$ cat src/rtl/histogram_cdf_path.sv
// Sweeps the packed histogram in scratch memory, one word per cycle, and writes
// the running cumulative distribution to output memory in the same 4-bin packing.
//
// state   | meaning
// S_IDLE  | waiting for start; outputs hold last sweep's results
// S_RUN   | issuing one histogram read per cycle
// S_DRAIN | reads finished; last in-flight word still to be written
// S_DONE  | final write issued; pulse done and publish total_count next edge
module histogram_cdf_path #(
    parameter int NUM_WORDS  = 64,
    parameter int ADDR_WIDTH = 16,
    parameter int SRC_BASE   = 0,
    parameter int DST_BASE   = 0
) (
    input  logic                  clock,
    input  logic                  reset_n,
    input  logic                  start,
    input  logic [127:0]          scratch_memory_rdata0,
    output logic [ADDR_WIDTH-1:0] scratch_memory_address_pointer0,
    output logic                  output_memory_write_enable,
    output logic [ADDR_WIDTH-1:0] output_memory_write_address,
    output logic [127:0]          output_memory_wdata,
    output logic                  busy,
    output logic                  done,
    output logic [31:0]           total_count
);

    localparam int CW = $clog2(NUM_WORDS + 1);

    typedef enum logic [1:0] {
        S_IDLE,
        S_RUN,
        S_DRAIN,
        S_DONE
    } state_t;

    state_t          state;
    state_t          state_nxt;
    logic [CW-1:0]   rd_left;
    logic            rd_valid;
    logic [31:0]     acc;
    logic [31:0]     c0, c1, c2, c3;
    logic            start_ok;
    logic            issue;

    assign start_ok = (state == S_IDLE) && start;
    assign issue    = start_ok || (state == S_RUN);

    always_ff @(posedge clock or negedge reset_n) begin
        if (!reset_n) state <= S_IDLE;
        else          state <= state_nxt;
    end

    always_comb begin
        state_nxt = state;
        case (state)
            S_IDLE:  if (start) state_nxt = (NUM_WORDS == 1) ? S_DRAIN : S_RUN;
            S_RUN:   if (rd_left == CW'(1)) state_nxt = S_DRAIN;
            S_DRAIN: if (rd_valid) state_nxt = S_DONE;
            S_DONE:  state_nxt = S_IDLE;
            default: state_nxt = S_IDLE;
        endcase
    end

    // Bin 4w+0 sits in the top lane, so the prefix runs from MSB lane downward.
    always_comb begin
        c0 = acc + scratch_memory_rdata0[127:96];
        c1 = c0  + scratch_memory_rdata0[95:64];
        c2 = c1  + scratch_memory_rdata0[63:32];
        c3 = c2  + scratch_memory_rdata0[31:0];
    end

    always_ff @(posedge clock or negedge reset_n) begin
        if (!reset_n) begin
            scratch_memory_address_pointer0 <= '0;
            rd_left                         <= '0;
            rd_valid                        <= 1'b0;
            acc                             <= '0;
            output_memory_write_enable      <= 1'b0;
            output_memory_write_address     <= '0;
            output_memory_wdata             <= '0;
            busy                            <= 1'b0;
            done                            <= 1'b0;
            total_count                     <= '0;
        end else begin
            rd_valid                   <= issue;
            output_memory_write_enable <= rd_valid;
            done                       <= (state == S_DONE);

            if (start_ok) begin
                scratch_memory_address_pointer0 <= ADDR_WIDTH'(SRC_BASE);
                rd_left                         <= CW'(NUM_WORDS - 1);
                acc                             <= '0;
                total_count                     <= '0;
                busy                            <= 1'b1;
            end else if (state == S_RUN) begin
                scratch_memory_address_pointer0 <= scratch_memory_address_pointer0 + 1'b1;
                rd_left                         <= rd_left - 1'b1;
            end

            // Address still points at the word whose data is on rdata this cycle.
            if (rd_valid) begin
                output_memory_wdata         <= {c0, c1, c2, c3};
                output_memory_write_address <= scratch_memory_address_pointer0
                                               - ADDR_WIDTH'(SRC_BASE)
                                               + ADDR_WIDTH'(DST_BASE);
                acc                         <= c3;
            end

            if (state == S_DONE) begin
                busy        <= 1'b0;
                total_count <= acc;
            end
        end
    end

endmodule

$ cat config.mk
export PLATFORM = sky130hd
export DESIGN_NAME = histogram_cdf_path
export DESIGN_NICKNAME = d
export VERILOG_FILES = /design/src/rtl/histogram_cdf_path.sv
export SDC_FILE = /design/constraint.sdc
export NUM_CORES = 1
export LEC_CHECK = 0
export BUFFER_PORTS_ARGS = -buffer_cell sky130_fd_sc_hd__buf_2
export CAP_MARGIN = 20
export CELL_PAD_IN_SITES_DETAIL_PLACEMENT = 1
export CELL_PAD_IN_SITES_GLOBAL_PLACEMENT = 2
export CORE_ASPECT_RATIO = 1.75
export CORE_MARGIN = 2
export CORE_UTILIZATION = 34
export DETAILED_ROUTE_END_ITERATION = 8
export HOLD_SLACK_MARGIN = 0.02
export PLACE_DENSITY = 0.82
export SLEW_MARGIN = 20
export SYNTH_ARGS = -nofsm -noshare
export SYNTH_HDL_FRONTEND = slang
export SYNTH_SLANG_ARGS = --single-unit
$ cat constraint.sdc
create_clock -name clock -period 9.2 [get_ports clock]
set_input_delay 1.84 -clock clock [delete_from_list [all_inputs] [get_ports clock]]
set_output_delay 1.84 -clock clock [all_outputs]
set_load 0.01 [all_outputs]
== Word level (Yosys, flattened, before mapping) ==
Cells that the tools add are included.

* Register bits after elaboration: 237
* Latch bits: 0
* Bits in writable memories: 0
* Bits in read-only memories: 0
* Output and inout bits: 195
* Word-level logic and storage cells: 44
* Memories: 0

* $add $sub $neg: 6
* Multipliers: 0
* Div/mod/pow operators: 0
* Order comparisons: 0
* Equality and inequality tests: 7
* Shift-type cells: 0
* Multiplexer cells: 13
* Bitwise logic cells: 0
* Reductions and logical operators: 7

{| class="wikitable"
|+ Operators with widths
! cell !! number
|-
| $add A32 B32 Y32 || 4
|-
| $mux W32 || 3
|-
| $mux W16 || 2
|-
| $add A16 B1 Y16 const B || 1
|-
| $mux W7 || 2
|-
| $pmux W2 S4 || 1
|-
| $eq A7 B1 Y1 const B || 1
|-
| $sub A7 B1 Y7 const B || 1
|-
| $mux W2 || 3
|-
| $ne A2 B2 Y1 const B || 3
|-
| $reduce_bool A2 Y1 || 3
|-
| $eq A2 B2 Y1 const B || 2
|-
| $reduce_and A3 Y1 || 1
|-
| $eq A2 B1 Y1 const B || 1
|-
| $logic_not A2 Y1 || 1
|-
| $mux W1 || 2
|-
| $logic_and A1 B1 Y1 || 1
|-
| $logic_or A1 B1 Y1 || 1
|}

== Longest topological paths before layout ==
* Depth in word-level cells: 5
* Gate-level depth with buffers: 38
* Gate-level depth less buffers: 37

== Least setup slack after synthesis ==
No wires, ideal clock.

* Kind: input-to-reg
* Start point: input scratch_memory_rdata0[96]
* End point: register acc[31]
* Library setup time: 0.068 ns
* Data arrival time: 8.527 ns
* Data required time: 9.132 ns
* Slack: 0.605 ns
* Stages: 38
* Buffers on the path: 1
* Cell sequence: ha_1 > fa_1 > a21o_1 > a21oi_1 > o21bai_1 > a21oi_1 > xnor2_1 > ha_1 > o21a_1 > o21ai_0 > o21ai_0 > a21oi_1 > o21bai_1 > a31o_2 > a21o_1 > a21oi_1 > xnor2_1 > ha_1 > [2 not listed] > a21o_1 > a21oi_1 > a2bb2oi_1 > o21ai_1 > a21bo_2 > a21oi_1 > o21bai_1 > xor2_1 > ha_1 > and3_1 > nand2_1 > a31oi_1 > o21a_1 > o41ai_1 > a311oi_1 > nand3_1 > mux2_4 > nand3_1

* Word-level cells in the longest chain between the ends: 5

{| class="wikitable"
|+ RTL lines
! what !! line !! source
|-
| start: declaration || 18 || <nowiki>input logic [127:0] scratch_memory_rdata0,</nowiki>
|-
| $add A32 B32 Y32 || 67 || <nowiki>c0 = acc + scratch_memory_rdata0[127:96];</nowiki>
|-
| net c0[6] || 42 || <nowiki>logic [31:0] c0, c1, c2, c3;</nowiki>
|-
| $add A32 B32 Y32 || 68 || <nowiki>c1 = c0 + scratch_memory_rdata0[95:64];</nowiki>
|-
| net c1[15] || 42 ||
|-
| $add A32 B32 Y32 || 69 || <nowiki>c2 = c1 + scratch_memory_rdata0[63:32];</nowiki>
|-
| net c2[24] || 42 ||
|-
| $add A32 B32 Y32 || 70 || <nowiki>c3 = c2 + scratch_memory_rdata0[31:0];</nowiki>
|-
| $mux W32 || 102 || <nowiki>if (rd_valid) begin</nowiki>
|-
| end signal: assignment || 78 || <nowiki>acc <= '0;</nowiki>
|-
| end signal: assignment || 93 || <nowiki>acc <= '0;</nowiki>
|-
| end signal: assignment || 107 || <nowiki>acc <= c3;</nowiki>
|-
| end: declaration || 41 || <nowiki>logic [31:0] acc;</nowiki>
|}

The timed path passes the listed nets, and every way through them passes these cells.
A chain may end at the register's enable or synchronous reset.

== Worst setup path after layout ==
* Start point: input scratch_memory_rdata0[96]
* End point: register output_memory_wdata[31]

* Word-level cells in the longest chain between the ends: 4

{| class="wikitable"
|+ RTL lines
! what !! line !! source
|-
| $add A32 B32 Y32 || 67 ||
|-
| net c0[6] || 42 ||
|-
| $add A32 B32 Y32 || 68 ||
|-
| net c1[15] || 42 ||
|-
| $add A32 B32 Y32 || 69 ||
|-
| net c2[30] || 42 ||
|-
| $add A32 B32 Y32 || 70 ||
|-
| end signal: assignment || 103 || <nowiki>output_memory_wdata <= {c0, c1, c2, c3};</nowiki>
|-
| end: declaration || 22 || <nowiki>output logic [127:0] output_memory_wdata,</nowiki>
|}

The timed path passes the listed nets, and every way through them passes these cells.

==> results.json <==
{
  "final_cell_mix": "buf_2 (324), dfrtp_1 (236), nand2_1 (212)",
  "syn_inst": 1604,
  "synth.distinct_cells": 85,
  "cts.sinks": 237,
  "syn_area_um2": 15300,
  "power_switching_share_pct": 41.0,
  "final_cells": 2600,
  "slowest_delay_ns": 0.42,
  "ios": 326,
  "firstDrtPassIters": 6,
  "ir_drop_uv": 179,
  "fin_crit_sh_pct": 96.0,
  "grt_max_degree": 180,
  "clock_latency_ns": 0.56,
  "run_status": "finished clean",
  "antenna_found_initial": 7,
  "vias_per_cell": 5.29,
  "synth_edf_count": 0,
  "synth_warnings": 0,
  "cap_violations": 0,
  "vias": 13800,
  "core_um2": 44300,
  "area_growth_pct": 25.3,
  "power_mw": 5.14,
  "yosys-top-cells-area": "dfrtp_1 (39%), ha_1 (11%), mux2_2 (7.9%), nand2_1 (5.2%), xnor2_1 (4.6%)",
  "cp-start-kind": "input port",
  "routedWlPerCell_um": 21.1,
  "start_util_pct": 34.5,
  "drv_slew": 0,
  "dieHeight_um": 285,
  "grtUsageTotal_pct": 23.4,
  "holdWs_ns": 0.486,
  "setup_violations": 0,
  "end_kind": "flop",
  "worstMarginPinSlew_ns": 0.974,
  "drive_gt1_share_pct": 30.5,
  "power_density_nw_per_um2": 268,
  "drc": 0,
  "io_buffers": 325,
  "cts_tree": "built",
  "wirelength_um": 54900,
  "htreeDepth": 1,
  "seq_power_share_pct": 20.9,
  "clk_pin_slew_ns": 0.06,
  "drtIter0Drc": 654,
  "synth_ff_type": "dfrtp_1",
  "gp_congestion": 0.888,
  "async_flop_share_pct": 100,
  "final_common_cell": "buf_2",
  "hp-class": "reg -> reg",
  "yosysTopAreaCellShare_pct": 38.8,
  "syn_nets": 1873,
  "rows": 102,
  "critPathKind": "in -> reg",
  "final_hold_viol_count": 0,
  "slew_headroom_pct": 35.1,
  "ys_seq_elements": 237,
  "grt_pass1_vias": 15100,
  "synth_largest_area_cell": "dfrtp_1",
  "p_switching_mw": 2.11,
  "seq_area_frac_synth_pct": 38.8,
  "fin_util_pct": 43.3,
  "die_w_um": 164,
  "ant_nets": 0,
  "nNetsFinal": 2270,
  "p_leak_nw": 9.83,
  "cp_slowest_cell": "fa_1",
  "clock-root-buffer": "clkbuf_16",
  "place_inst": 2540,
  "critPathArrivalTime_ns": 9.32,
  "grt-ovfl-total": 0,
  "cts_buffers": 26,
  "comb_power_share_pct": 57.3,
  "grt_pass1_wl_um": 84900,
  "fmax_mhz": 113,
  "critPathRequiredTime_ns": 9.68,
  "clock_skew_ns": 0.0187,
  "die-area_um2": 46700,
  "p_clk_share_pct": 21.8,
  "cp_max_fo": 4,
  "min_period_ns": 8.84,
  "syn_area_per_cell_um2": 9.53,
  "clockBufferDepth": 3,
  "p_int_mw": 3.03,
  "dpl.hpwl_um": 44000
}
## critical path, delay by kind of cell
family,cells,cell delay (ns)
compound gates,22,4.16
buf+inv,4,0.58
xor+xnor,3,0.59
mux,1,0.30
fa+ha+maj,5,1.59
simple gates,3,0.24
## routing by layer
| layer | wire length [µm] | vias up | track usage (%) | part of all wire, % |
|---|---|---|---|---|
| met1 | 21800 | 6805 | 26.6 | 40 |
| li1 | - | 6515 | - | - |
| met3 | 1960 | 116 | 2.55 | 3.6 |
| met2 | 28400 | 325 | 42.6 | 52 |
| met5 | 13 | - | 0 | 0.024 |
| met4 | 2770 | 2 | 11.3 | 5.0 |
## power by group through the flow
| stage | Clock (mW) | Combinational [mW] | Sequential [mW] |
|---|---|---|---|
| 2_1_floorplan | 0 | 1.76 | 1.09 |
| 3_3_place_gp | 0 | 2.80 | 1.09 |
| 3_5_place_dp | 0 | 2.88 | 1.09 |
| 4_1_cts | 1.15 | 2.89 | 1.07 |
| 5_1_grt | 1.20 | 3.23 | 1.08 |
| 6_report | 1.12 | 2.94 | 1.07 |
## logic make-up after synthesis
| logic type | Yosys count | share of synthesized area (%) |
|---|---|---|
| fa+ha+maj | 138 | 11.5 |
| simple gates | 463 | 13.7 |
| xor+xnor | 125 | 7.28 |
| buf+inv | 115 | 3.16 |
| compound gates | 416 | 17.4 |
| mux | 110 | 8.11 |
| flops | 237 | 38.8 |
## area by class of cell
type	instances	area (µm²)
clock inverters	12	146
inverters	65	244
flip-flops and latches	237	5930
multi-input cells	1252	8960
fillers	5184	25100
well taps	572	716
repair buffers	419	2370
diodes	7	17.5
clock buffers	36	759
## state kept, by name, summed over array words and instances, names as in the netlist
signal,cells
total_count,32
output_memory_wdata,128
output_memory_write_address,16
busy,1
output_memory_write_enable,1
scratch_memory_address_pointer0,16
done,1
rd_left,7
rd_valid,1
state,2
acc,32
## repair_timing
| action | 4_1_cts | 5_1_grt |
|---|---|---|
| endpoints found under the setup margin | 0 | 10 |
| setup buffers | 0 | 4 |
| resized for setup | 0 | 17 |
| hold buffers | 0 | 0 |
## worst paths after layout
path / startpoint / endpoint / slack (ns) / cells after the start
max: scratch_memory_rdata0[96] / output_memory_wdata[31]$_DFFE_PN0P_ / 0.36 / 38
min: output_memory_wdata[28]$_DFFE_PN0P_ / output_memory_wdata[28]$_DFFE_PN0P_ / 0.49 / 1
max reg2reg: acc[0]$_DFFE_PN0P_ / output_memory_wdata[31]$_DFFE_PN0P_ / 1.29 / 37
min reg2reg: output_memory_wdata[28]$_DFFE_PN0P_ / output_memory_wdata[28]$_DFFE_PN0P_ / 0.49 / 1
max in group asynchronous: reset_n / rd_valid$_DFF_PN0_ / 6.60 / 3
min in group asynchronous: reset_n / output_memory_wdata[69]$_DFFE_PN0P_ / 1.19 / 1
## metrics by stage
step	setup TNS [ns]	area (µm²)	setup WS [ns]
2_1_floorplan	0	15300	0.605
3_3_place_gp	-0.994	18100	-0.207
3_5_place_dp	-3.00	18100	-0.412
4_1_cts	0	19000	0.115
5_1_grt	-0.0790	19200	-0.0434
6_report	0	19200	0.365
## synth_stat cells, drive strengths merged, types with 4 or more instances
cell type  number
a211o           8
a211oi         17
a21o           54
a21oi         112
a22o            4
a31o            5
a31oi          12
and2            5
and3           14
and4            4
buf             9
clkbuf         41
dfrtp         237
fa              4
ha            134
inv            65
mux2          108
nand2         212
nand2b         18
nand3          28
nand3b          8
nand4          24
nor2          101
nor2b          10
nor3           14
nor3b           5
nor4            4
o211ai          6
o21a           20
o21ai         123
o21bai         10
o311ai          4
o31ai           6
or3             8
xnor2          81
xor2           44
Power figures use the tool's default switching activity.
